[config.mk]
export PLATFORM = sky130hd
export DESIGN_NAME = fp_divider_seq_flat
export DESIGN_NICKNAME = d
export VERILOG_FILES = /design/src/rtl/fp_divider_seq_if.sv /design/src/rtl/fp_divider_seq.sv /design/src/flat_wrapper.sv
export SDC_FILE = /design/constraint.sdc
export NUM_CORES = 1
export LEC_CHECK = 0
export CAP_MARGIN = 20
export CORE_UTILIZATION = 35
export DETAILED_ROUTE_END_ITERATION = 10
export HOLD_SLACK_MARGIN = 0.15
export MAX_ROUTING_LAYER = met4
export PLACE_DENSITY_LB_ADDON = 0.3
export SETUP_SLACK_MARGIN = 0.3
export SKIP_CTS_REPAIR_TIMING = 1
export SYNTH_ARGS = -nofsm -noshare
export SYNTH_HDL_FRONTEND = slang
export SYNTH_SLANG_ARGS = --single-unit
[constraint.sdc]
create_clock -name clk -period 3.2 [get_ports clk]
set_input_delay 0.48 -clock clk [delete_from_list [all_inputs] [get_ports clk]]
set_output_delay 0.48 -clock clk [all_outputs]
set_load 0.01 [all_outputs]
[src/rtl/fp_divider_seq_if.sv]
// Run/stall handshake bundle for the sequential FP divider.
//   ce    : clock enable from the core; every divider register update waits on it
//   run   : held high by the core for the whole division
//   x, y  : dividend and divisor, IEEE-754 single, stable while run is high
//   stall : high while the quotient is not yet valid
//   z     : quotient, combinational from x, y and the divider state
interface fp_divider_seq_if;
    logic        ce;
    logic        run;
    logic [31:0] x;
    logic [31:0] y;
    logic        stall;
    logic [31:0] z;

    modport master (
        output ce,
        output run,
        output x,
        output y,
        input  stall,
        input  z
    );

    modport slave (
        input  ce,
        input  run,
        input  x,
        input  y,
        output stall,
        output z
    );
endinterface

[src/rtl/fp_divider_seq.sv]
// Sequential IEEE-754 single-precision divider, z = x / y.
// One restoring-division step per ce-qualified clock. Mantissas are truncated.
// A zero exponent field is treated as zero. NaN and denormals are not supported.
//   clk  : system clock, rising edge
//   rst  : asynchronous, active-low reset of the step counter and datapath
//   bus  : run/stall handshake (ce, run, x, y in; stall, z out)
module fp_divider_seq (
    input  logic            clk,
    input  logic            rst,
    fp_divider_seq_if.slave bus
);
    localparam int unsigned SW = 5;   // step counter width
    localparam int unsigned RW = 25;  // partial remainder width
    localparam int unsigned QW = 25;  // quotient width
    localparam int unsigned MW = 24;  // mantissa width, hidden bit included
    localparam int unsigned EW = 10;  // exponent arithmetic width

    localparam logic [SW-1:0] LAST_STEP = SW'(25);
    localparam logic [SW-1:0] DONE      = SW'(26);

    logic [SW-1:0] r_s;
    logic [SW-1:0] w_s_nxt;
    logic [RW-1:0] r_r;
    logic [RW-1:0] w_r_nxt;
    logic [QW-1:0] r_q;
    logic [QW-1:0] w_q_nxt;

    logic [MW-1:0] w_mx;
    logic [MW-1:0] w_my;
    logic          w_sign;
    logic [7:0]    w_xe;
    logic [7:0]    w_ye;
    logic [RW:0]   w_diff;
    logic [22:0]   w_mant;
    logic [EW-1:0] w_e1;
    logic          w_uflow;
    logic          w_oflow;

    // Operand fields
    assign w_mx   = {1'b1, bus.x[22:0]};
    assign w_my   = {1'b1, bus.y[22:0]};
    assign w_sign = bus.x[31] ^ bus.y[31];
    assign w_xe   = bus.x[30:23];
    assign w_ye   = bus.y[30:23];

    // Trial subtraction; bit 25 set means the divisor did not fit
    assign w_diff = {1'b0, r_r} - {2'b00, w_my};

    // Next-state for counter, remainder and quotient
    always_comb begin
        w_s_nxt = r_s;
        w_r_nxt = r_r;
        w_q_nxt = r_q;
        if (bus.ce) begin
            w_s_nxt = bus.run ? r_s + SW'(1) : '0;
            if (r_s == '0) begin
                w_r_nxt = RW'(w_mx);
                w_q_nxt = '0;
            end else if (r_s <= LAST_STEP) begin
                if (!w_diff[RW]) begin
                    // Remainder stays below 2*my, so dropping the top bit is lossless
                    w_r_nxt = w_diff[RW-1:0] << 1;
                    w_q_nxt = {r_q[QW-2:0], 1'b1};
                end else begin
                    w_r_nxt = r_r << 1;
                    w_q_nxt = {r_q[QW-2:0], 1'b0};
                end
            end
        end
    end

    // State registers
    always_ff @(posedge clk or negedge rst) begin
        if (!rst) begin
            r_s <= '0;
            r_r <= '0;
            r_q <= '0;
        end else begin
            r_s <= w_s_nxt;
            r_r <= w_r_nxt;
            r_q <= w_q_nxt;
        end
    end

    // Normalise: Q[24] set means the quotient is already in [1,2)
    assign w_mant = r_q[QW-1] ? r_q[23:1] : r_q[22:0];

    // Biased exponent in 10-bit two's complement so under/overflow are visible
    assign w_e1 = {2'b00, w_xe} - {2'b00, w_ye} + EW'(126) + EW'(r_q[QW-1]);

    assign w_uflow = w_e1[EW-1] | (w_e1 == '0);
    assign w_oflow = !w_e1[EW-1] & (w_e1[8] | (&w_e1[7:0]));

    // Result selection in priority order
    always_comb begin
        bus.z = {w_sign, w_e1[7:0], w_mant};
        if (w_xe == '0) begin
            bus.z = '0;
        end else if (w_ye == '0) begin
            bus.z = {w_sign, 8'hFF, 23'h0};
        end else if (w_uflow) begin
            bus.z = '0;
        end else if (w_oflow) begin
            bus.z = {w_sign, 8'hFF, w_mant};
        end
    end

    assign bus.stall = bus.run & (r_s != DONE);
endmodule

[src/flat_wrapper.sv]
// flat-port wrapper written by rule: the top's interface ports become plain ports
module fp_divider_seq_flat 
  (clk, rst, bus_ce, bus_run, bus_x, bus_y, bus_stall, bus_z);
  fp_divider_seq_if bus_i ();
  input  logic clk;
  input  logic rst;
  input wire logic [$bits(bus_i.ce)-1:0] bus_ce;
  input wire logic [$bits(bus_i.run)-1:0] bus_run;
  input wire logic [$bits(bus_i.x)-1:0] bus_x;
  input wire logic [$bits(bus_i.y)-1:0] bus_y;
  output wire logic [$bits(bus_i.stall)-1:0] bus_stall;
  output wire logic [$bits(bus_i.z)-1:0] bus_z;
  assign bus_i.ce = bus_ce;
  assign bus_i.run = bus_run;
  assign bus_i.x = bus_x;
  assign bus_i.y = bus_y;
  assign bus_stall = bus_i.stall;
  assign bus_z = bus_i.z;
  fp_divider_seq u_core (.clk(clk), .rst(rst), .bus(bus_i));
endmodule
Word-level counts from Yosys, hierarchy flattened
Index checks and enable logic that the tools add are counted.
{"block": "word_totals", "reg_bits": 55, "in_bits": 68, "out_inout_bits": 33}
{"block": "classes", "addsub": 5, "n_lt_le_gt_ge": 1, "n_eq_ne": 1, "mux": 12, "bitwise_logic": 5, "n_reduce_logical": 8}
{"operator": "$mux W25", "n": 5}
{"operator": "$mux W32", "n": 3}
{"operator": "$mux W31", "n": 1}
{"operator": "$sub A25 B24 Y26", "n": 1}
{"operator": "$mux W23", "n": 1}
{"operator": "$logic_not A8 Y1", "n": 2}
{"operator": "$add A10 B1 Y10", "n": 1}
{"operator": "$add A10 B7 Y10 const B", "n": 1}
{"operator": "$logic_not A10 Y1", "n": 1}
{"operator": "$sub A8 B8 Y9", "n": 1}
{"operator": "$reduce_and A8 Y1", "n": 1}
{"operator": "$add A5 B1 Y5 const B", "n": 1}
{"operator": "$le A5 B5 Y1 const B", "n": 1}
{"operator": "$logic_not A5 Y1", "n": 1}
{"operator": "$mux W5", "n": 1}
{"operator": "$ne A5 B5 Y1 const B", "n": 1}
{"operator": "$and A1 B1 Y1", "n": 2}
{"operator": "$or A1 B1 Y1", "n": 2}
{"operator": "$reduce_and A2 Y1", "n": 1}
{"operator": "$reduce_bool A2 Y1", "n": 1}
{"operator": "$logic_not A1 Y1", "n": 1}
{"operator": "$mux W1", "n": 1}
{"operator": "$xor A1 B1 Y1", "n": 1}

Depth between registers and ports, before layout
{"block": "logic_depth", "word_depth": 10, "depth_mapped": 14}

Worst setup path after synthesis
OpenSTA, ideal clock, no wires.
{"block": "synth_path", "path_kind": "input port to output port", "startpoint": "input bus_x[23]", "endpoint": "output bus_z[10]", "arrival_time_ps": 2938, "t_required_ps": 2720, "path_slack_ps": -218, "stages": 12, "path_buffers": 1, "cell_sequence": "inv_1 -> ha_1 -> fa_1 -> nand2b_1 -> a21o_1 -> a311oi_2 -> nand3_2 -> nor4b_4 -> nor2b_2 -> o311ai_4 -> buf_6 -> nor2_1"}
{"block": "synth_between", "elab_chain_len": 8, "word_cells_on_any_way": 9}
{"element": "start: declaration", "line": "flat_wrapper.sv:9", "text": "input wire logic [$bits(bus_i.x)-1:0] bus_x;"}
{"element": "$sub A8 B8 Y9", "line": "fp_divider_seq.sv:89", "text": "assign w_e1 = {2'b00, w_xe} - {2'b00, w_ye} + EW'(126) + EW'(r_q[QW-1]);"}
{"element": "$add A10 B7 Y10", "line": "fp_divider_seq.sv:89"}
{"element": "$add A10 B1 Y10", "line": "fp_divider_seq.sv:89"}
{"element": "$logic_not A10 Y1", "line": "fp_divider_seq.sv:91", "text": "assign w_uflow = w_e1[EW-1] | (w_e1 == '0);"}
{"element": "$or A1 B1 Y1", "line": "fp_divider_seq.sv:91"}
{"element": "$mux W32", "line": "fp_divider_seq.sv:101", "text": "end else if (w_uflow) begin"}
{"element": "$mux W32", "line": "fp_divider_seq.sv:99", "text": "end else if (w_ye == '0) begin"}
{"element": "$mux W32 (*)", "line": "fp_divider_seq.sv:97", "text": "if (w_xe == '0) begin"}
{"element": "end: declaration", "line": "flat_wrapper.sv:12", "text": "output wire logic [$bits(bus_i.z)-1:0] bus_z;"}
Every way passes the cells marked *; elsewhere a longest branch is shown, timed or not.

Final worst setup path
{"block": "layout_path", "startpoint": "input bus_x[23]", "endpoint": "output bus_z[2]"}
Same word-level chain as after synthesis.

==> metrics.yaml <==
ir_drop_v: 0.0003522
final_nets: 930
ant_nets: 0
ys_seq_elements: 55
rsz0062_at_grt: "yes"
dp.cells: 979
clkTransAtPathRegs_ps: 70
period_needed_ps: 3847
area_growth_pct: 46.43
fin_ws_ps: -646.5
synth-edff-count: 0
cap_violations: 0
min_period_over_period: 1.202
syn_area_per_cell_um2: 7.810
syn_area_um2: 5131
p_leak_nw: 3.592
violations: "setup timing"
globalRouteTotalUtil: 0.1997
fin_cells: 1004
gp_congestion: 0.9019
timing.rr.start: "u_core.r_r[0]"
slew_headroom: 0.5959
core_area_um2: 14100
grt_pass1_vias: 5128
ff2ff_path_depth: 12
io_pins: 101
htree_levels: 2
cp_max_fo: 6
timing.fmax_mhz: 260.0
finalMaxSlewViolations: 0
synth_top_area_frac: 0.2682
rows: 43
ys_types: 69
syn_inst: 657
dp_hpwl_mm: 11.03
required_ps: 2720
finalSetupViolations: 32
tightest_slew_ps: 603.9
initial_core_util: 0.3640
drive_gt1_frac: 0.2536
start_kind: "input port"
clock_skew_ps: 6.647
avgViaCountPerCell: 5.400
io_buffers: 100
die_h_um: 123.1
r2r_slack_ps: 520
die_area_um2: 15150
wl_per_cell_um: 15.25
synth_warnings: 0
criticalPathCategory: "in2out"
grt_max_degree: 31
dominantRegCellSynth: "dfrtp_1"
hold_viol: 0
yosys-top-cells-area: "dfrtp_1 27%, ha_1 9.0%, nand2_1 6.7%, mux2i_1 6.0%, o21ai_0 4.2%"
routed_wl_mm: 15.32
async_flop_share: 1.000
drtPass1Iterations: 4
total_power_mw: 5.012
cts_tree: "built"
clk-insertion-delay-late_ps: 300
clockBufferDepth: 2
end_kind: "output port"
grt-ovfl-total: 0
r2r-end: "u_core.r_r[19]"
cts_root_buffer: "clkbuf_16"
die_w_um: 123.1
antenna_found_initial: 0
seq_area_frac_synth: 0.2682
clkSinkCount: 55
first_iter_violations: 348
synth_nets: 764
grt_pass1_wl_mm: 23.70
route.detailed.drc: 0
outcome: "finished with violations"
vias: 5422
cp_data_arrival_time_ps: 3370
hp-class: "in2async"
antenna_cells: 0
yosysTopAreaCell: "dfrtp_1"
numCtsBuffers: 5
powerDensity_nw_per_um2: 667.1
[sequential cells by signal, summed over array words and instances (netlist names)]
signal	flops
u_core.r_q	25
u_core.r_r	25
u_core.r_s	5
[per-layer routing]
metal	part of all wire	vias to the layer above	track usage
met5	0	-	-
met4	0.014	0	0.04593
met3	0.038	20	0.01937
met2	0.48	125	0.3213
met1	0.47	2600	0.2712
li1	-	2677	-
[synthesized netlist by cell type, types with 4 or more instances]
library cell,count
and3_1,4
nand2_1,91
o21a_1,13
o22ai_1,4
clkbuf_1,23
a21oi_1,41
xnor2_1,16
o211ai_1,7
nand2b_1,4
or3_1,8
ha_1,37
nor3_1,22
o31ai_1,13
a21o_1,12
a31oi_1,5
nor4_1,4
inv_1,45
nor2_1,49
dfrtp_1,55
xor2_1,9
nor2b_1,9
mux2i_1,31
o21ai_0,43
nand3_1,39
[layout by cell type, fill, tap and decap left out, types with 4 or more instances in the layout]
cell type,synthesis,layout
nand2_1,91,91
buf_4,2,85
dfrtp_1,55,55
clkdlybuf4s50_1,0,50
nor2_1,49,42
inv_1,45,38
nand3_1,39,38
o21ai_0,43,37
a21oi_1,41,32
mux2i_1,31,30
dlymetal6s2s_1,0,26
ha_1,37,22
nor3_1,22,21
clkbuf_2,0,18
xnor2_1,16,15
o21a_1,13,12
a21o_1,12,12
o31ai_1,13,12
ha_4,0,10
nor2b_1,9,8
xor2_1,9,8
o211ai_1,7,7
nor2_2,3,7
or3_1,8,7
inv_2,0,6
clkbuf_16,0,6
a21oi_2,0,5
ha_2,0,5
buf_6,2,5
and3_1,4,4
nor4_1,4,4
a21oi_4,0,4
a31oi_1,5,4
o22ai_1,4,4
[report_power, final]
group,internal (mW),switching [mW],total (mW)
registers,0.880,0.178,1.06
clock network,0.295,0.270,0.564
logic,1.70,1.69,3.39
[worst max-delay path: stages]
cell and delay, ps:
buf_8 90, inv_8 30, ha_4 150, fa_2 420
nand2b_4 170, a21o_1 170, a311oi_2 420, nand3_4 170
nor4b_4 380, nor2b_4 80, o311ai_4 220, buf_6 160
buf_6 100, clkbuf_16 140, nor2_2 40, buf_2 140
[logic make-up after synthesis]
logic type                 after synthesis  share of synthesized area
and+or+nand+nor                        253                     0.2346
muxes                                   34                    0.06706
xor gates and xnor gates                25                    0.04267
AOI/OAI and AO/OA                      174                     0.2273
adders and majority gates               39                    0.09802
buffers and inverters                   77                    0.06218
DFF                                     55                     0.2682
[final cells by class]
type | count | area (um^2)
Tap cell | 180 | 225.2
Inverter | 45 | 176.4
Clock inverter | 2 | 16.27
Clock buffer | 6 | 128.9
Multi-Input combinational cell | 525 | 3885
Timing Repair Buffer | 191 | 1705
Sequential cell | 55 | 1376
Fill cell | 1331 | 6583
[how the worst max path moves through the flow]
stage	from	end	slack [ps]	depth (start not counted)
3_3_place_gp	bus_x[23]	bus_z[8]	-1170	14
6_report	bus_x[23]	bus_z[2]	-650	16
5_1_grt	bus_x[23]	bus_z[2]	-710	16
4_1_cts	bus_x[23]	bus_z[2]	-1270	14
3_5_place_dp	bus_x[23]	bus_z[2]	-1250	14
2_1_floorplan	bus_x[23]	bus_z[10]	-80	12
[through the flow]
stage / TNS, ps / util / hold WS, ps / instance area [um^2] / worst slack, ps
after floorplan: -1617 / - / 184.4 / 5278 / -75.75
after global placement: -36630 / 0.4927 / 478.6 / 6945 / -1171
after detailed placement: -39280 / 0.4927 / 503.3 / 6945 / -1254
after CTS: -39280 / 0.5030 / 198.6 / 7091 / -1267
after global routing: -19990 / 0.5330 / 229.9 / 7513 / -707.5
final: -17650 / 0.5330 / 182.5 / 7513 / -646.5
Note: power is estimated with default switching activity, not from simulation.
